## src/rtl/order_matcher_if.sv

```systemverilog
// Order-entry, cancel, halt and trade-report signals of the order matcher.
// The slave modport is the matcher's view; master is the order source's view.
interface order_matcher_if #(
    parameter int DEPTH = 4,
    parameter int PW    = 8,
    parameter int QW    = 4
);
    localparam int LW = $clog2(DEPTH) + 1;

    logic          buy_valid;
    logic [PW-1:0] buy_price;
    logic [QW-1:0] buy_qty;
    logic          buy_ready;
    logic          sell_valid;
    logic [PW-1:0] sell_price;
    logic [QW-1:0] sell_qty;
    logic          sell_ready;
    logic          buy_cancel;
    logic          sell_cancel;
    logic          halt_signal;
    logic          match_signal;
    logic          enable_count;
    logic [PW-1:0] trade_price;
    logic [QW-1:0] trade_qty;
    logic [LW-1:0] buy_level;
    logic [LW-1:0] sell_level;
    logic          reject;

    modport master (
        output buy_valid, buy_price, buy_qty, sell_valid, sell_price, sell_qty,
               buy_cancel, sell_cancel, halt_signal,
        input  buy_ready, sell_ready, match_signal, enable_count,
               trade_price, trade_qty, buy_level, sell_level, reject
    );

    modport slave (
        input  buy_valid, buy_price, buy_qty, sell_valid, sell_price, sell_qty,
               buy_cancel, sell_cancel, halt_signal,
        output buy_ready, sell_ready, match_signal, enable_count,
               trade_price, trade_qty, buy_level, sell_level, reject
    );
endinterface

```

## src/rtl/order_matcher.sv

```systemverilog
// Order matcher: buffers buy/sell orders in per-side FIFOs and crosses the
// two heads at most once per cycle, reporting each trade as a one-cycle pulse.
// A sticky halt from the trade counter freezes all trading until reset.
module order_matcher #(
    parameter int DEPTH = 4,
    parameter int PW    = 8,
    parameter int QW    = 4
) (
    input logic            slow_clk,
    input logic            reset_n,
    order_matcher_if.slave bus
);
    localparam int AW = $clog2(DEPTH);
    localparam int LW = AW + 1;

    typedef enum logic {RUN, HALTED} state_t;
    state_t state_q, state_d;

    logic [PW-1:0] buy_price_mem  [DEPTH];
    logic [QW-1:0] buy_qty_mem    [DEPTH];
    logic [PW-1:0] sell_price_mem [DEPTH];
    logic [QW-1:0] sell_qty_mem   [DEPTH];

    logic [AW-1:0] buy_rd_q, buy_wr_q, sell_rd_q, sell_wr_q;
    logic [LW-1:0] buy_level_q, sell_level_q;
    logic          match_q, reject_q;
    logic [PW-1:0] trade_price_q;
    logic [QW-1:0] trade_qty_q;

    logic          run, cancel_any, match;
    logic          buy_empty, sell_empty, buy_full, sell_full;
    logic          buy_accept, sell_accept, buy_push, sell_push;
    logic          buy_pop, sell_pop, buy_upd, sell_upd;
    logic [PW-1:0] buy_head_price, sell_head_price;
    logic [QW-1:0] buy_head_qty, sell_head_qty;
    logic [QW-1:0] fill_qty, buy_rem, sell_rem;

    // State register: RUN out of reset
    always_ff @(posedge slow_clk or negedge reset_n) begin
        if (!reset_n) state_q <= RUN;
        else          state_q <= state_d;
    end

    // Next state: halt is sticky, only reset leaves HALTED
    always_comb begin
        state_d = state_q;
        if (state_q == RUN && bus.halt_signal) state_d = HALTED;
    end

    // Head crossing, cancel and accept decisions for this cycle
    always_comb begin
        run             = (state_q == RUN);
        buy_empty       = (buy_level_q == '0);
        sell_empty      = (sell_level_q == '0);
        buy_full        = (buy_level_q == LW'(DEPTH));
        sell_full       = (sell_level_q == LW'(DEPTH));
        buy_head_price  = buy_price_mem[buy_rd_q];
        buy_head_qty    = buy_qty_mem[buy_rd_q];
        sell_head_price = sell_price_mem[sell_rd_q];
        sell_head_qty   = sell_qty_mem[sell_rd_q];
        cancel_any      = bus.buy_cancel || bus.sell_cancel;
        match           = run && !buy_empty && !sell_empty && !cancel_any &&
                          (buy_head_price >= sell_head_price);
        fill_qty        = (buy_head_qty < sell_head_qty) ? buy_head_qty : sell_head_qty;
        buy_rem         = buy_head_qty - fill_qty;
        sell_rem        = sell_head_qty - fill_qty;
        buy_pop         = run && !buy_empty && (bus.buy_cancel || (match && buy_rem == '0));
        sell_pop        = run && !sell_empty && (bus.sell_cancel || (match && sell_rem == '0));
        buy_upd         = match && (buy_rem != '0);
        sell_upd        = match && (sell_rem != '0);
        buy_accept      = bus.buy_valid && run && !buy_full;
        sell_accept     = bus.sell_valid && run && !sell_full;
        buy_push        = buy_accept && (bus.buy_qty != '0);
        sell_push       = sell_accept && (bus.sell_qty != '0);
    end

    // Order storage: push at tail, partial fills rewrite the head quantity.
    // A full FIFO never pushes and an empty one never fills, so the two
    // writes cannot land on the same entry.
    always_ff @(posedge slow_clk) begin
        if (buy_push) begin
            buy_price_mem[buy_wr_q] <= bus.buy_price;
            buy_qty_mem[buy_wr_q]   <= bus.buy_qty;
        end
        if (buy_upd) buy_qty_mem[buy_rd_q] <= buy_rem;
        if (sell_push) begin
            sell_price_mem[sell_wr_q] <= bus.sell_price;
            sell_qty_mem[sell_wr_q]   <= bus.sell_qty;
        end
        if (sell_upd) sell_qty_mem[sell_rd_q] <= sell_rem;
    end

    // FIFO pointers and occupancy; simultaneous push and pop keep the level
    always_ff @(posedge slow_clk or negedge reset_n) begin
        if (!reset_n) begin
            buy_rd_q     <= '0;
            buy_wr_q     <= '0;
            buy_level_q  <= '0;
            sell_rd_q    <= '0;
            sell_wr_q    <= '0;
            sell_level_q <= '0;
        end else begin
            if (buy_push)  buy_wr_q  <= buy_wr_q + AW'(1);
            if (buy_pop)   buy_rd_q  <= buy_rd_q + AW'(1);
            if (sell_push) sell_wr_q <= sell_wr_q + AW'(1);
            if (sell_pop)  sell_rd_q <= sell_rd_q + AW'(1);
            if (buy_push && !buy_pop)      buy_level_q <= buy_level_q + LW'(1);
            else if (!buy_push && buy_pop) buy_level_q <= buy_level_q - LW'(1);
            if (sell_push && !sell_pop)      sell_level_q <= sell_level_q + LW'(1);
            else if (!sell_push && sell_pop) sell_level_q <= sell_level_q - LW'(1);
        end
    end

    // Registered trade report and zero-quantity reject pulse
    always_ff @(posedge slow_clk or negedge reset_n) begin
        if (!reset_n) begin
            match_q       <= 1'b0;
            reject_q      <= 1'b0;
            trade_price_q <= '0;
            trade_qty_q   <= '0;
        end else begin
            match_q  <= match;
            reject_q <= (buy_accept && bus.buy_qty == '0) ||
                        (sell_accept && bus.sell_qty == '0);
            if (match) begin
                trade_price_q <= sell_head_price;
                trade_qty_q   <= fill_qty;
            end
        end
    end

    assign bus.buy_ready    = run && !buy_full;
    assign bus.sell_ready   = run && !sell_full;
    assign bus.match_signal = match_q;
    assign bus.enable_count = match_q;
    assign bus.trade_price  = trade_price_q;
    assign bus.trade_qty    = trade_qty_q;
    assign bus.buy_level    = buy_level_q;
    assign bus.sell_level   = sell_level_q;
    assign bus.reject       = reject_q;
endmodule

```

## src/flat_wrapper.sv

```systemverilog
// flat-port wrapper written by rule: the top's interface ports become plain ports
module order_matcher_flat 
#(
    parameter int DEPTH = 4,
    parameter int PW    = 8,
    parameter int QW    = 4
)
  (slow_clk, reset_n, bus_buy_valid, bus_buy_price, bus_buy_qty, bus_sell_valid, bus_sell_price, bus_sell_qty, bus_buy_cancel, bus_sell_cancel, bus_halt_signal, bus_buy_ready, bus_sell_ready, bus_match_signal, bus_enable_count, bus_trade_price, bus_trade_qty, bus_buy_level, bus_sell_level, bus_reject);
  order_matcher_if #(.DEPTH(DEPTH), .PW(PW), .QW(QW)) bus_i ();
  input logic slow_clk;
  input logic reset_n;
  input wire logic [$bits(bus_i.buy_valid)-1:0] bus_buy_valid;
  input wire logic [$bits(bus_i.buy_price)-1:0] bus_buy_price;
  input wire logic [$bits(bus_i.buy_qty)-1:0] bus_buy_qty;
  input wire logic [$bits(bus_i.sell_valid)-1:0] bus_sell_valid;
  input wire logic [$bits(bus_i.sell_price)-1:0] bus_sell_price;
  input wire logic [$bits(bus_i.sell_qty)-1:0] bus_sell_qty;
  input wire logic [$bits(bus_i.buy_cancel)-1:0] bus_buy_cancel;
  input wire logic [$bits(bus_i.sell_cancel)-1:0] bus_sell_cancel;
  input wire logic [$bits(bus_i.halt_signal)-1:0] bus_halt_signal;
  output wire logic [$bits(bus_i.buy_ready)-1:0] bus_buy_ready;
  output wire logic [$bits(bus_i.sell_ready)-1:0] bus_sell_ready;
  output wire logic [$bits(bus_i.match_signal)-1:0] bus_match_signal;
  output wire logic [$bits(bus_i.enable_count)-1:0] bus_enable_count;
  output wire logic [$bits(bus_i.trade_price)-1:0] bus_trade_price;
  output wire logic [$bits(bus_i.trade_qty)-1:0] bus_trade_qty;
  output wire logic [$bits(bus_i.buy_level)-1:0] bus_buy_level;
  output wire logic [$bits(bus_i.sell_level)-1:0] bus_sell_level;
  output wire logic [$bits(bus_i.reject)-1:0] bus_reject;
  assign bus_i.buy_valid = bus_buy_valid;
  assign bus_i.buy_price = bus_buy_price;
  assign bus_i.buy_qty = bus_buy_qty;
  assign bus_i.sell_valid = bus_sell_valid;
  assign bus_i.sell_price = bus_sell_price;
  assign bus_i.sell_qty = bus_sell_qty;
  assign bus_i.buy_cancel = bus_buy_cancel;
  assign bus_i.sell_cancel = bus_sell_cancel;
  assign bus_i.halt_signal = bus_halt_signal;
  assign bus_buy_ready = bus_i.buy_ready;
  assign bus_sell_ready = bus_i.sell_ready;
  assign bus_match_signal = bus_i.match_signal;
  assign bus_enable_count = bus_i.enable_count;
  assign bus_trade_price = bus_i.trade_price;
  assign bus_trade_qty = bus_i.trade_qty;
  assign bus_buy_level = bus_i.buy_level;
  assign bus_sell_level = bus_i.sell_level;
  assign bus_reject = bus_i.reject;
  order_matcher #(.DEPTH(DEPTH), .PW(PW), .QW(QW)) u_core (.slow_clk(slow_clk), .reset_n(reset_n), .bus(bus_i));
endmodule
```

## config.mk

```make
export PLATFORM = sky130hd
export DESIGN_NAME = order_matcher_flat
export DESIGN_NICKNAME = d
export VERILOG_FILES = /design/src/rtl/order_matcher_if.sv /design/src/rtl/order_matcher.sv /design/src/flat_wrapper.sv
export SDC_FILE = /design/constraint.sdc
export NUM_CORES = 1
export LEC_CHECK = 0
export ABC_AREA = 1
export CAP_MARGIN = 0
export CORE_AREA = 3 3 135 85
export DETAILED_ROUTE_END_ITERATION = 12
export DIE_AREA = 0 0 138 88
export DONT_BUFFER_PORTS = 1
export PLACE_DENSITY_LB_ADDON = 0.2
export SETUP_SLACK_MARGIN = 0.02
export SLEW_MARGIN = 30
export SYNTH_ARGS = -nofsm -noshare
export SYNTH_HDL_FRONTEND = slang
export SYNTH_SLANG_ARGS = --single-unit
```

## constraint.sdc

```tcl
create_clock -name slow_clk -period 14.3 [get_ports slow_clk]
set_input_delay 0.715 -clock slow_clk [delete_from_list [all_inputs] [get_ports slow_clk]]
set_output_delay 0.715 -clock slow_clk [all_outputs]
set_load 0.01 [all_outputs]
```

# --- Word level (Yosys, flattened, before mapping) ---
# Memories as Yosys holds them, arrays and structs flattened.
# Cells that the tools add are included.
word_totals:
  regBits: 29
  ramBits: 96
  in_bits: 31
  out_inout_bits: 23
  word_cells: 94
  n_memories: 4
classes:
  add_sub_neg: 10
  order_cmp: 2
  n_eq_ne: 2
  muxes: 13
  bitwise_logic: 1
  n_reduce_logical: 51
mem_list:
  columns: ["memory", "depth", "width", "rd", "rd_ports_with_merged_regs", "wr", "line", "rtl"]
  rows:
  - ["u_core.buy_price_mem", 4, 8, 1, 0, 1, "order_matcher.sv:19", "logic [PW-1:0] buy_price_mem [DEPTH];"]
  - ["u_core.sell_price_mem", 4, 8, 1, 0, 1, "order_matcher.sv:21", "logic [PW-1:0] sell_price_mem [DEPTH];"]
  - ["u_core.buy_qty_mem", 4, 4, 1, 0, 2, "order_matcher.sv:20", "logic [QW-1:0] buy_qty_mem [DEPTH];"]
  - ["u_core.sell_qty_mem", 4, 4, 1, 0, 2, "order_matcher.sv:22", "logic [QW-1:0] sell_qty_mem [DEPTH];"]
ops:
  columns: ["operator", "count"]
  rows:
  - ["$logic_and 1x1->1", 26]
  - ["$logic_not 4->1", 4]
  - ["$reduce_bool 4->1", 4]
  - ["$mux 3", 4]
  - ["$logic_not 1->1", 9]
  - ["$add 2x1->2 const B", 4]
  - ["$ge 8x8->1", 1]
  - ["$mux 1", 8]
  - ["$sub 4x4->4", 2]
  - ["$add 3x1->3 const B", 2]
  - ["$eq 3x3->1 const B", 2]
  - ["$logic_not 3->1", 2]
  - ["$sub 3x1->3 const B", 2]
  - ["$logic_or 1x1->1", 4]
  - ["$lt 4x4->1", 1]
  - ["$mux 4", 1]
  - ["$reduce_bool 2->1", 2]
  - ["$not 1->1", 1]

# --- Longest topological paths before layout ---
# Gate-level depths: netlist (run 1).
logic_depth:
  word_depth: 12
  depth_mapped: 29
  ltp_nobuf: 27

# --- Least setup slack after synthesis (run 1) ---
# OpenSTA, ideal clock, no wires.
synth_timing:
  path_type: "register to register"
  from: "reg u_core.sell_rd_q[0]"
  to: "reg u_core.buy_level_q[1], in the netlist u_core.bus.buy_level[1]"
  setup_ns: 0.123
  t_arrival_ns: 4.456
  t_required_ns: 14.177
  slack_ns: 9.721
  path_stages_with_launch: 23
  n_path_buf: 3
  period_less_slack_ns: 4.579
  cell_sequence: "dfrtp_1 -> buf_6 -> clkbuf_1 -> clkbuf_1 -> nand2_1 -> a32oi_1 -> ha_1 -> a21oi_4 -> nand2_8 -> o21ai_0 -> ha_1 -> inv_1 -> ha_1 -> or2_2 -> nor2_4 -> nand3_1 -> nand2_1 -> nand2_2 -> ha_1 -> inv_1 -> fa_1 -> nor2_1 -> a21oi_1"
synth_via:
  elab_chain_len: 11
  word_cells_on_any_way: 16
  classes_between: "add/sub (1); order compare (2); mux (2); reduce/logical (9); memory (2)"
synth_lines:
  columns: ["element", "line", "rtl"]
  rows:
  - ["from (decl)", "order_matcher.sv:24", "logic [AW-1:0] buy_rd_q, buy_wr_q, sell_rd_q, sell_wr_q;"]
  - ["from (signal assigned)", "order_matcher.sv:106", "if (sell_pop) sell_rd_q <= sell_rd_q + AW'(1);"]
  - ["$mem_v2 4x4 (*)", null, null]
  - ["$lt 4x4->1", "order_matcher.sv:64", "fill_qty = (buy_head_qty < sell_head_qty) ? buy_head_qty : sell_head_qty;"]
  - ["$mux 4 (*)", "order_matcher.sv:64", null]
  - ["via u_core.fill_qty[0]", "order_matcher.sv:36", "logic [QW-1:0] fill_qty, buy_rem, sell_rem;"]
  - ["$sub 4x4->4 (*)", "order_matcher.sv:65", "buy_rem = buy_head_qty - fill_qty;"]
  - ["$logic_not 4->1 (*)", "order_matcher.sv:67", "buy_pop = run && !buy_empty && (bus.buy_cancel || (match && buy_rem == '0));"]
  - ["$logic_and 1x1->1 (*)", "order_matcher.sv:67", null]
  - ["$logic_or 1x1->1 (*)", "order_matcher.sv:67", null]
  - ["$logic_and 1x1->1 (*)", "order_matcher.sv:67", null]
  - ["$logic_not 1->1", "order_matcher.sv:107", "if (buy_push && !buy_pop) buy_level_q <= buy_level_q + LW'(1);"]
  - ["$logic_and 1x1->1", "order_matcher.sv:107", null]
  - ["$mux 3 or $reduce_bool 2->1 (tied branches)", null, null]
  - ["to (signal assigned)", "order_matcher.sv:107", null]
  - ["to (signal assigned)", "order_matcher.sv:108", "else if (!buy_push && buy_pop) buy_level_q <= buy_level_q - LW'(1);"]
  - ["to (decl)", "order_matcher.sv:25", "logic [LW-1:0] buy_level_q, sell_level_q;"]
# Mark *: on every way through the listed nets, which the timed path passes. The rest lies on a longest branch.
# A chain may end at the register's enable or synchronous reset.

# --- Final worst setup path (run 1) ---
layout_timing:
  from: "reg u_core.buy_rd_q[0]"
  to: "reg u_core.sell_level_q[2], in the netlist u_core.bus.sell_level[2]"
layout_via:
  elab_chain_len: 11
  word_cells_on_any_way: 16
  classes_between: "add/sub (1); order compare (2); mux (2); reduce/logical (9); memory (2)"
layout_lines:
  columns: ["element", "line", "rtl"]
  rows:
  - ["from (decl)", "order_matcher.sv:24", null]
  - ["from (signal assigned)", "order_matcher.sv:104", "if (buy_pop) buy_rd_q <= buy_rd_q + AW'(1);"]
  - ["$mem_v2 4x4 (*)", null, null]
  - ["$lt 4x4->1", "order_matcher.sv:64", null]
  - ["$mux 4 (*)", "order_matcher.sv:64", null]
  - ["via u_core.fill_qty[0]", "order_matcher.sv:36", null]
  - ["$sub 4x4->4 (*)", "order_matcher.sv:66", "sell_rem = sell_head_qty - fill_qty;"]
  - ["$logic_not 4->1 (*)", "order_matcher.sv:68", "sell_pop = run && !sell_empty && (bus.sell_cancel || (match && sell_rem == '0));"]
  - ["$logic_and 1x1->1 (*)", "order_matcher.sv:68", null]
  - ["$logic_or 1x1->1 (*)", "order_matcher.sv:68", null]
  - ["$logic_and 1x1->1 (*)", "order_matcher.sv:68", null]
  - ["$logic_not 1->1", "order_matcher.sv:109", "if (sell_push && !sell_pop) sell_level_q <= sell_level_q + LW'(1);"]
  - ["$logic_and 1x1->1", "order_matcher.sv:109", null]
  - ["$mux 3 or $reduce_bool 2->1 (tied branches)", null, null]
  - ["to (signal assigned)", "order_matcher.sv:109", null]
  - ["to (signal assigned)", "order_matcher.sv:110", "else if (!sell_push && sell_pop) sell_level_q <= sell_level_q - LW'(1);"]
  - ["to (decl)", "order_matcher.sv:25", null]
# Marks and branches as above.

==> results.txt, run 1 <==
status: finished clean
reg2reg setup slack: 9.31 ns
switching share of power: 29.9%
first-pass GRT wire length: 23.4 mm
Hold Crit Class: in2async
CP max-delay cell: dfrtp_2
flops & latches, synth: 125
crit path max fanout: 28
Max Freq: 200 MHz
Hold Slack: 0.109 ns
most frequent cells in the layout: nand2_1 (162), edfxtp_1 (96), inv_1 (54)
Root Driver: clkbuf_16
peak supply drop: 107 uV
Die Width: 138 um
DPL Wire Length: 10.2 mm
Net Sw Power: 318 uW
H-tree depth: 4
area grow syn2layout: 10.7%
Cell Area, Synth: 6630 sq um
CP Cell Sequence: inv_6, nand2_1, a32oi_1, inv_1, ha_1, a21oi_4, nand2_8, o21ai_0, ha_1, inv_1, ha_1, inv_1, nand2_1, xnor2_2, nor2_4, nand3_1, nand2_2, nand2_2, ha_1, inv_1, fa_1, a21oi_1, o21ai_0, xnor2_1
Gate power share: 17.9%
setup repair bufs after CTS: 0
Fin Setup TNS: 0 ns
period utilization: 34.9%
residual DRC count: 0
Multi-input gate area: 2660 sq um
Global Route Usage Sum: 25.3%
TritonRoute pass-1 iters: 6
Seq. cell area: 3610 sq um
synth top area cells: edfxtp_1 (43%), dfrtp_1 (11%), nand2_1 (9.2%), ha_1 (6.8%), inv_1 (3.1%)
Ys Warns: 0
most common cell after layout, fill and taps aside: nand2_1
TritonCTS clock tree: yes
worst slew pin tran: 0.930 ns
routability cong.: 0.924
Lkg Pwr: 3.03 nW
CTS max path bufs: 2
nets@finish: 701
die area: 12,100 sq um
Seq pwr share: 39.8%
clock tree sinks: 125
Port Buf Inserts: 0
share of cells above drive strength 1: 15.5%
largest net degree at the start of global routing: 30
antenna cells: 0
critical path's top delay family: adder cells
initial antenna violation count: 0
initial drt markers: 564
crit path time final: 4.99 ns
Net Count, Synth: 699
Critical Path RT: 14.60 ns
clk_lat worst skew: 0.43 ns
Int Power: 743 uW
Max-cap violations: 0
fillcell total: 722
crit-path max cell delay: 0.62 ns
Syn Area/Cell: 10.5 sq um
Synth top area share: 43.5%
final setup fails: 0
total wire length: 14.5 mm
pwr/cell area: 145 nW/um^2
clock slew at reported path FFs: 0.06 ns
number of cells produced by synthesis: 630
Synth area leader: edfxtp_1
CP Buf/Inv Count: 5
post-cts sizing count: 0
RSZ-0062 raised after global routing: no
Worst slew margin: 37.8%
sequential share of the synthesized area: 54.4%
Avg WL per Cell: 18.5 um
startpoint types: register
critical path type: reg2reg
vias per cell: 5.89
fin. max-slew vios: 0
count of cell types in the netlist: 45
vias in the first global route: 4,393
Final ANT Viol Nets: 0
Initial Utilization: 63.9%
Clk pwr share: 42.3%
CTS buffer count: 17
core area: 10,400 sq um
critical path arrival: 5.29 ns
endpoints failing hold: 0
Worst Skew: 0.00980 ns
cts hold-fix bufs: 1
via count: 4,615
CP endpoint kind: register
row count: 29
io pins: 54
die height: 88 um
gr ovfl total: 0
==> final cells by class <==
| cell class | count | share of cell area (%) |
|---|---|---|
| sequential | 125 | 49.2 |
| tap | 139 | 2.37 |
| timing repair buffer | 2 | 0.375 |
| clock buffer | 18 | 5.85 |
| clock inverter | 14 | 2.45 |
| inverter | 65 | 3.56 |
| multi-input combinational | 421 | 36.2 |
==> flip-flops by register name, summed over array words and instances, names as in the netlist <==
signal                   count
u_core.sell_qty_mem         16
u_core.buy_rd_q              2
u_core.bus.reject            1
u_core.sell_wr_q             2
u_core.bus.trade_price       8
u_core.bus.trade_qty         4
u_core.bus.buy_level         3
u_core.sell_price_mem       32
u_core.bus.enable_count      1
u_core.buy_wr_q              2
u_core.state_q               1
u_core.sell_rd_q             2
u_core.buy_price_mem        32
u_core.buy_qty_mem          16
u_core.bus.sell_level        3
==> power by group through the flow <==
| stage | clock network (mW) | logic [mW] | registers (mW) |
|---|---|---|---|
| floorplan | 0 | 0.160 | 0.419 |
| global route | 0.469 | 0.210 | 0.424 |
| global placement | 0 | 0.177 | 0.428 |
| finish | 0.449 | 0.190 | 0.422 |
| CTS | 0.448 | 0.189 | 0.422 |
| detailed placement | 0 | 0.184 | 0.429 |
==> worst register-to-register path, stage by stage (launching register included) <==
cell     delay [ns]
dfrtp_2        0.62
inv_6          0.29
nand2_1        0.09
a32oi_1        0.36
inv_1          0.09
ha_1           0.35
a21oi_4        0.29
nand2_8        0.13
o21ai_0        0.34
ha_1           0.26
inv_1          0.05
ha_1           0.16
inv_1          0.05
nand2_1        0.09
xnor2_2        0.33
nor2_4         0.09
nand3_1        0.12
nand2_2        0.08
nand2_2        0.09
ha_1           0.15
inv_1          0.07
fa_1           0.39
a21oi_1        0.15
o21ai_0        0.11
xnor2_1        0.14
==> synth_stat cells, drive strengths merged <==
cell type	number
nor4	3
a32oi	6
fa	2
clkbuf	12
o21ai	53
nor3	1
buf	7
a32o	8
nand2	185
nand3	26
or2	2
xor2	3
a21oi	23
o22ai	8
a31oi	4
inv	65
o2111ai	1
edfxtp	96
dfrtp	29
ha	36
nand4	12
xnor2	5
a21boi	1
nor2	42
==> cells by family (layout without fill, tap and decap cells) <==
logic type	after synthesis	in the layout	synth area share [%]
compound gates	104	104	10.2
xor+xnor	8	8	1.45
fa+ha+maj	38	38	7.39
buf+inv	84	99	5.55
flops	125	125	54.4
simple gates	271	271	21.0
==> metrics by stage <==
stage	util [%]	std cells	power [mW]	worst slack (ns)	area, sq um
floorplan	-	630	0.579	9.72	6630
global placement	64.6	751	0.605	9.33	6710
detailed placement	64.6	751	0.613	9.13	6710
CTS	70.7	784	1.06	9.11	7340
global route	70.7	784	1.10	8.95	7340
finish	70.7	784	1.06	9.31	7340
==> worst paths after layout <==
kind,to,depth (start not counted),startpoint
max,u_core.bus.sell_level[2],24,u_core.buy_rd_q[0]
min,u_core.buy_wr_q[0],1,reset_n
max reg2reg,u_core.bus.sell_level[2],24,u_core.buy_rd_q[0]
min reg2reg,u_core.buy_wr_q[0],1,u_core.buy_wr_q[0]
max in group asynchronous,u_core.sell_rd_q[0],1,reset_n
min in group slow_clk,u_core.buy_price_mem[1][2],0,bus_buy_price[2]
==> routing by layer <==
metal  wire [um]  track usage (%)
met3        1410             9.06
met4         234             8.61
met1        6450             34.4
met5           0                0
met2        6430             38.3
Power figures use the tool's default switching activity.
==> run 2: changes to the inputs <==
- CORE_AREA: 3 3 135 85 -> 3 3 143 89
- DIE_AREA: 0 0 138 88 -> 0 0 146 92
- clock period: 14.3 -> 4.1 ns (I/O delays scaled with it)
==> results.txt, run 2 (synthesized netlist as in run 1, its figures left out) <==
final setup fails: 0 (unchanged)
clock tree sinks: 125 (unchanged)
reg2reg path depth: 26 (was 24)
Hold Slack: 0.0172 ns (was 0.109 ns)
Port Buf Inserts: 0 (unchanged)
fillcell total: 793 (was 722)
vias per cell: 5.58 (was 5.89)
Die Width: 146 um (was 138 um)
Multi-input gate area: 2780 sq um (was 2660 sq um)
Final ANT Viol Nets: 0 (unchanged)
Critical Path RT: 4.41 ns (was 14.60 ns)
clock slew at reported path FFs: 0.06 ns (about the same)
most frequent cells in the layout: nand2_1 (160), edfxtp_1 (96), inv_1 (52) (was nand2_1 (162), edfxtp_1 (96), inv_1 (54))
Placed Area: 6950 sq um (was 6710 sq um)
reg2reg setup slack: 0.09 ns (was 9.31 ns)
crit path max fanout: 6 (was 28)
initial antenna violation count: 0 (unchanged)
largest registers: u_core.buy_price_mem: 32 flops, u_core.sell_price_mem: 32 flops (unchanged)
critical path arrival: 4.32 ns (was 5.29 ns)
first-pass GRT wire length: 25.2 mm (was 23.4 mm)
Max Freq: 249 MHz (was 200 MHz)
Setup WS post-layout: 0.0908 ns (was 9.31 ns)
die area: 13,400 sq um (was 12,100 sq um)
Avg WL per Cell: 18.3 um (was 18.5 um)
Lkg Pwr: 3.31 nW (was 3.03 nW)
core area: 11,400 sq um (was 10,400 sq um)
CP endpoint kind: register (unchanged)
Seq. cell area: 3610 sq um (unchanged)
TritonRoute pass-1 iters: 7 (was 6)
total power: 3.81 mW (was 1.06 mW)
worst slack at placement: -0.0618 ns (was 9.13 ns)
fin. max-slew vios: 0 (unchanged)
peak supply drop: 310 uV (was 107 uV)
CTS max path bufs: 2 (unchanged)
total wire length: 16.0 mm (was 14.5 mm)
Global Route Usage Sum: 24.5% (was 25.3%)
DPL Wire Length: 11.1 mm (was 10.2 mm)
startpoint types: register (unchanged)
io pins: 54 (unchanged)
Initial Utilization: 58.3% (was 63.9%)
Root Driver: clkbuf_16 (unchanged)
period utilization: 97.8% (was 34.9%)
endpoints failing hold: 0 (unchanged)
area grow syn2layout: 21.0% (was 10.7%)
gr ovfl total: 0 (unchanged)
clk_lat worst skew: 0.43 ns (about the same)
vias in the first global route: 4,734 (was 4,393)
critical path type: reg2reg (unchanged)
nets@finish: 767 (was 701)
Worst slew margin: 40.8% (was 37.8%)
routability cong.: 0.903 (was 0.924)
H-tree depth: 4 (unchanged)
CTS buffer count: 17 (unchanged)
post-route core utilization: 70.6% (was 70.7%)
share of cells above drive strength 1: 21.7% (was 15.5%)
die height: 92 um (was 88 um)
worst slew pin tran: 0.885 ns (was 0.930 ns)
crit path time final: 4.01 ns (was 4.99 ns)
status: finished clean (unchanged)
antenna cells: 0 (unchanged)
most common cell after layout, fill and taps aside: nand2_1 (unchanged)
pwr/cell area: 475 nW/um^2 (was 145 nW/um^2)
row count: 30 (was 29)
residual DRC count: 0 (unchanged)
initial drt markers: 587 (was 564)
largest net degree at the start of global routing: 30 (unchanged)
Hold Crit Class: in2reg (was in2async)
Worst Skew: 0.00728 ns (was 0.00980 ns)
finished layout cell area: 8030 sq um (was 7340 sq um)
TritonCTS clock tree: yes (unchanged)
Max-cap violations: 0 (unchanged)
via count: 4,860 (was 4,615)
Hold Path Depth: 4
## run 2: changes by cell type in the layout (fill, tap and decap cells not counted), sizes merged
| cell | previous run | this run |
|---|---|---|
| bufinv | 3 | 2 |
| dlygate4sd3 | 0 | 26 |
| clkinvlp | 2 | 5 |
| clkbuf | 18 | 20 |
| inv | 70 | 67 |
| buf | 2 | 41 |
## run 2: worst max-delay path, stage by stage, from the launching register on
cell and delay [ns]:
dfrtp_2 0.48, buf_6 0.14, nand2_1 0.05, a32oi_2 0.24, inv_2 0.07, ha_1 0.27
nand2_1 0.09, nand2_2 0.07, nand2_4 0.11, nand2_8 0.08, o21ai_4 0.26, ha_4 0.18
inv_1 0.07, ha_4 0.16, inv_1 0.09, nand2_4 0.07, xnor2_4 0.17, nor2_4 0.07
nand3_1 0.09, nand2_2 0.08, nand2_2 0.08, ha_2 0.18, inv_2 0.05, fa_1 0.39
a21oi_2 0.12, o21ai_1 0.08, xor2_1 0.14
## run 2: layout make-up
class | instances | share of cell area, %
clock inverters | 12 | 1.73
flip-flops and latches | 125 | 45.0
well taps | 160 | 2.49
repair inverters | 1 | 0.0935
repair buffers | 67 | 7.37
inverters | 65 | 3.29
clock buffers | 20 | 5.44
multi-input cells | 421 | 34.6
## run 2: stage by stage
stage          std cells  TNS, ns
2_1_floorplan        630        0
3_3_place_gp         793        0
3_5_place_dp         793   -0.113
4_1_cts              854        0
5_1_grt              871   -0.149
6_report             871        0
## run 2: metal layers
metal	part of all wire, %	wire (um)	vias up	GRT usage (%)
met2	45	7170	172	36.9
met1	46	7280	2352	34.6
li1	-	-	2303	-
met4	1.8	291	0	8.06
met3	7.6	1210	33	6.57
met5	0	0	-	0
## run 2: final timing paths
path,end,start
max,u_core.bus.buy_level[2],u_core.sell_rd_q[0]
min,u_core.bus.reject,bus_buy_valid
min reg2reg,u_core.buy_wr_q[0],u_core.buy_wr_q[0]
max reg2reg,u_core.bus.buy_level[2],u_core.sell_rd_q[0]
min in group asynchronous,u_core.bus.trade_price[2],reset_n
max in group asynchronous,u_core.sell_rd_q[0],reset_n
## run 2: report_power, final
part | leakage (nW) | internal, mW | switching [mW]
clock network | 0.267 | 0.898 | 0.573
logic | 1.81 | 0.360 | 0.529
registers | 1.23 | 1.40 | 0.0567
total | 3.31 | 2.65 | 1.16
## run 2: repair_timing
item                                   4_1_cts  5_1_grt
hold buffers                                27        0
pin swaps                                    0       15
cloned                                       0        1
setup endpoints to repair                    3        4
endpoints found under the hold margin      125        0
resized for setup                            2       20
setup buffers                                2       16
==> run 3: changes to the inputs <==
- CTS_BUF_LIST: unset -> sky130_fd_sc_hd__clkbuf_4 sky130_fd_sc_hd__clkbuf_8 sky130_fd_sc_hd__clkbuf_16
==> results.txt, run 3 (synthesized netlist as in run 1, its figures left out) <==
status: finished clean (unchanged)
Hold Crit Class: in2reg (unchanged)
routability cong.: 0.903 (unchanged)
critical path arrival: 4.32 ns (about the same)
largest registers: u_core.buy_price_mem: 32 flops, u_core.sell_price_mem: 32 flops (unchanged)
worst r2r src: u_core.sell_rd_q[0] (unchanged)
Net Sw Power: 1.16 mW (about the same)
endpoints failing hold: 0 (unchanged)
period utilization: 97.8% (about the same)
fin. max-slew vios: 0 (unchanged)
Gate power share: 23.1% (was 23.3%)
startpoint types: register (unchanged)
vias per cell: 5.57 (was 5.58)
Die Width: 146 um (unchanged)
die height: 92 um (unchanged)
gr ovfl total: 0 (unchanged)
share of cells above drive strength 1: 22.1% (was 21.7%)
CTS max path bufs: 2 (unchanged)
pwr/cell area: 477 nW/um^2 (was 475 nW/um^2)
Final ANT Viol Nets: 0 (unchanged)
die area: 13,400 sq um (unchanged)
CP max-delay cell: dfrtp_2 (unchanged)
worst setup path startpoint: u_core.sell_rd_q[0] (unchanged)
Crit path top cell by count: nand2_2 (unchanged)
fillcell total: 798 (was 793)
Initial Utilization: 58.3% (unchanged)
final setup fails: 0 (unchanged)
Seq pwr share: 37.9% (was 38.1%)
TritonRoute pass-1 iters: 8 (was 7)
Setup WS post-layout: 0.0888 ns (was 0.0908 ns)
first-pass GRT wire length: 25.5 mm (was 25.2 mm)
io pins: 54 (unchanged)
DPL Wire Length: 11.1 mm (unchanged)
clock tree sinks: 125 (unchanged)
core area: 11,400 sq um (unchanged)
crit path time final: 4.01 ns (about the same)
Critical Path RT: 4.41 ns (about the same)
largest net degree at the start of global routing: 30 (unchanged)
TritonCTS clock tree: yes (unchanged)
most frequent cells in the layout: nand2_1 (160), edfxtp_1 (96), inv_1 (52) (unchanged)
via count: 4,850 (was 4,860)
residual DRC count: 0 (unchanged)
crit-path max cell delay: 0.48 ns (about the same)
Worst Skew: 0.0108 ns (was 0.00728 ns)
vias in the first global route: 4,770 (was 4,734)
most common cell after layout, fill and taps aside: nand2_1 (unchanged)
area grow syn2layout: 21.1% (was 21.0%)
row count: 30 (unchanged)
Port Buf Inserts: 0 (unchanged)
antenna cells: 0 (unchanged)
switching share of power: 30.3% (was 30.4%)
post-route core utilization: 70.7% (was 70.6%)
clk_lat worst skew: 0.43 ns (about the same)
initial drt markers: 543 (was 587)
H-tree depth: 4 (unchanged)
critical path type: reg2reg (unchanged)
total wire length: 16.1 mm (was 16.0 mm)
worst slew pin tran: 0.865 ns (was 0.885 ns)
worst slack at placement: -0.0618 ns (unchanged)
Lkg Pwr: 3.32 nW (was 3.31 nW)
Root Driver: clkbuf_16 (unchanged)
clock slew at reported path FFs: 0.06 ns (about the same)
Clk pwr share: 39.0% (was 38.6%)
Global Route Usage Sum: 24.7% (was 24.5%)
Worst slew margin: 42.1% (was 40.8%)
Max Freq: 249 MHz (about the same)
crit path max fanout: 6 (unchanged)
Int Power: 2.67 mW (was 2.65 mW)
Avg WL per Cell: 18.4 um (was 18.3 um)
initial antenna violation count: 0 (unchanged)
CTS buffer count: 17 (unchanged)
nets@finish: 767 (unchanged)
peak supply drop: 308 uV (was 310 uV)
Worst Hold Launch: bus_buy_valid (unchanged)
CP endpoint kind: register (unchanged)
Max-cap violations: 0 (unchanged)
run 3: power by group through the flow:
| stage | clock network, mW | registers (mW) | logic, mW |
|---|---|---|---|
| after detailed placement | 0 | 1.48 | 0.744 |
| after CTS | 1.50 | 1.45 | 0.797 |
| after global routing | 1.56 | 1.46 | 0.972 |
| after floorplan | 0 | 1.46 | 0.590 |
| final | 1.49 | 1.45 | 0.887 |
| after global placement | 0 | 1.47 | 0.716 |
run 3: repair_timing:
action / CTS / global route
hold buffers: 27 / 0
gates cloned: 0 / 1
gates resized for setup: 2 / 20
pin swaps: 0 / 15
endpoints found under the hold margin: 125 / 0
endpoints found under the setup margin: 3 / 4
setup buffers: 2 / 16
run 3: worst max-delay path, delay by kind of cell (launching register included):
family,cells,cell delay [ns]
AND/OR/NAND/NOR,10,0.81
AO/OA/AOI/OAI,4,0.70
adder cells (fa/ha/maj),5,1.18
flip-flops,1,0.48
buffers and inverters,5,0.42
XOR/XNOR,2,0.31
run 3: layout make-up:
cell class                 instances  area (sq um)  area share [%]
clock inverter                    12           139            1.73
multi-input combinational        421          2780            34.5
timing repair inverter             1          7.51          0.0934
timing repair buffer              67           592            7.36
tap                              160           200            2.49
inverter                          65           264            3.29
clock buffer                      20           448            5.57
sequential                       125          3610            44.9
run 3: path summary, 6_finish.rpt:
check | to | slack (ns) | depth (start not counted)
worst min register to register | u_core.buy_wr_q[0] | 0.54 | 1
min in group asynchronous | u_core.bus.trade_price[5] | 0.23 | 2
worst min-delay path | u_core.bus.reject | 0.02 | 4
worst max-delay path | u_core.bus.buy_level[2] | 0.09 | 26
worst max register to register | u_core.bus.buy_level[2] | 0.09 | 26
max in group asynchronous | u_core.sell_rd_q[0] | 3.66 | 2
run 3: stage by stage:
stage	hold slack, ns	TNS [ns]	total power, mW	area, sq um	cells
after detailed placement	-0.0896	-0.113	2.22	6950	793
final	0.0203	0	3.83	8040	871
after CTS	0.0125	0	3.75	7840	854
after global placement	-0.0897	0	2.19	6950	793
after floorplan	-0.0906	0	2.05	6750	630
after global routing	0.0337	-0.149	3.99	8040	871
run 3: metal layers:
| layer | track usage [%] | vias to the layer above | wire (um) |
|---|---|---|---|
| met1 | 35.2 | 2298 | 7090 |
| li1 | - | 2305 | - |
| met4 | 7.90 | 0 | 239 |
| met2 | 37.2 | 223 | 7310 |
| met5 | 0 | - | 0 |
| met3 | 6.42 | 24 | 1420 |
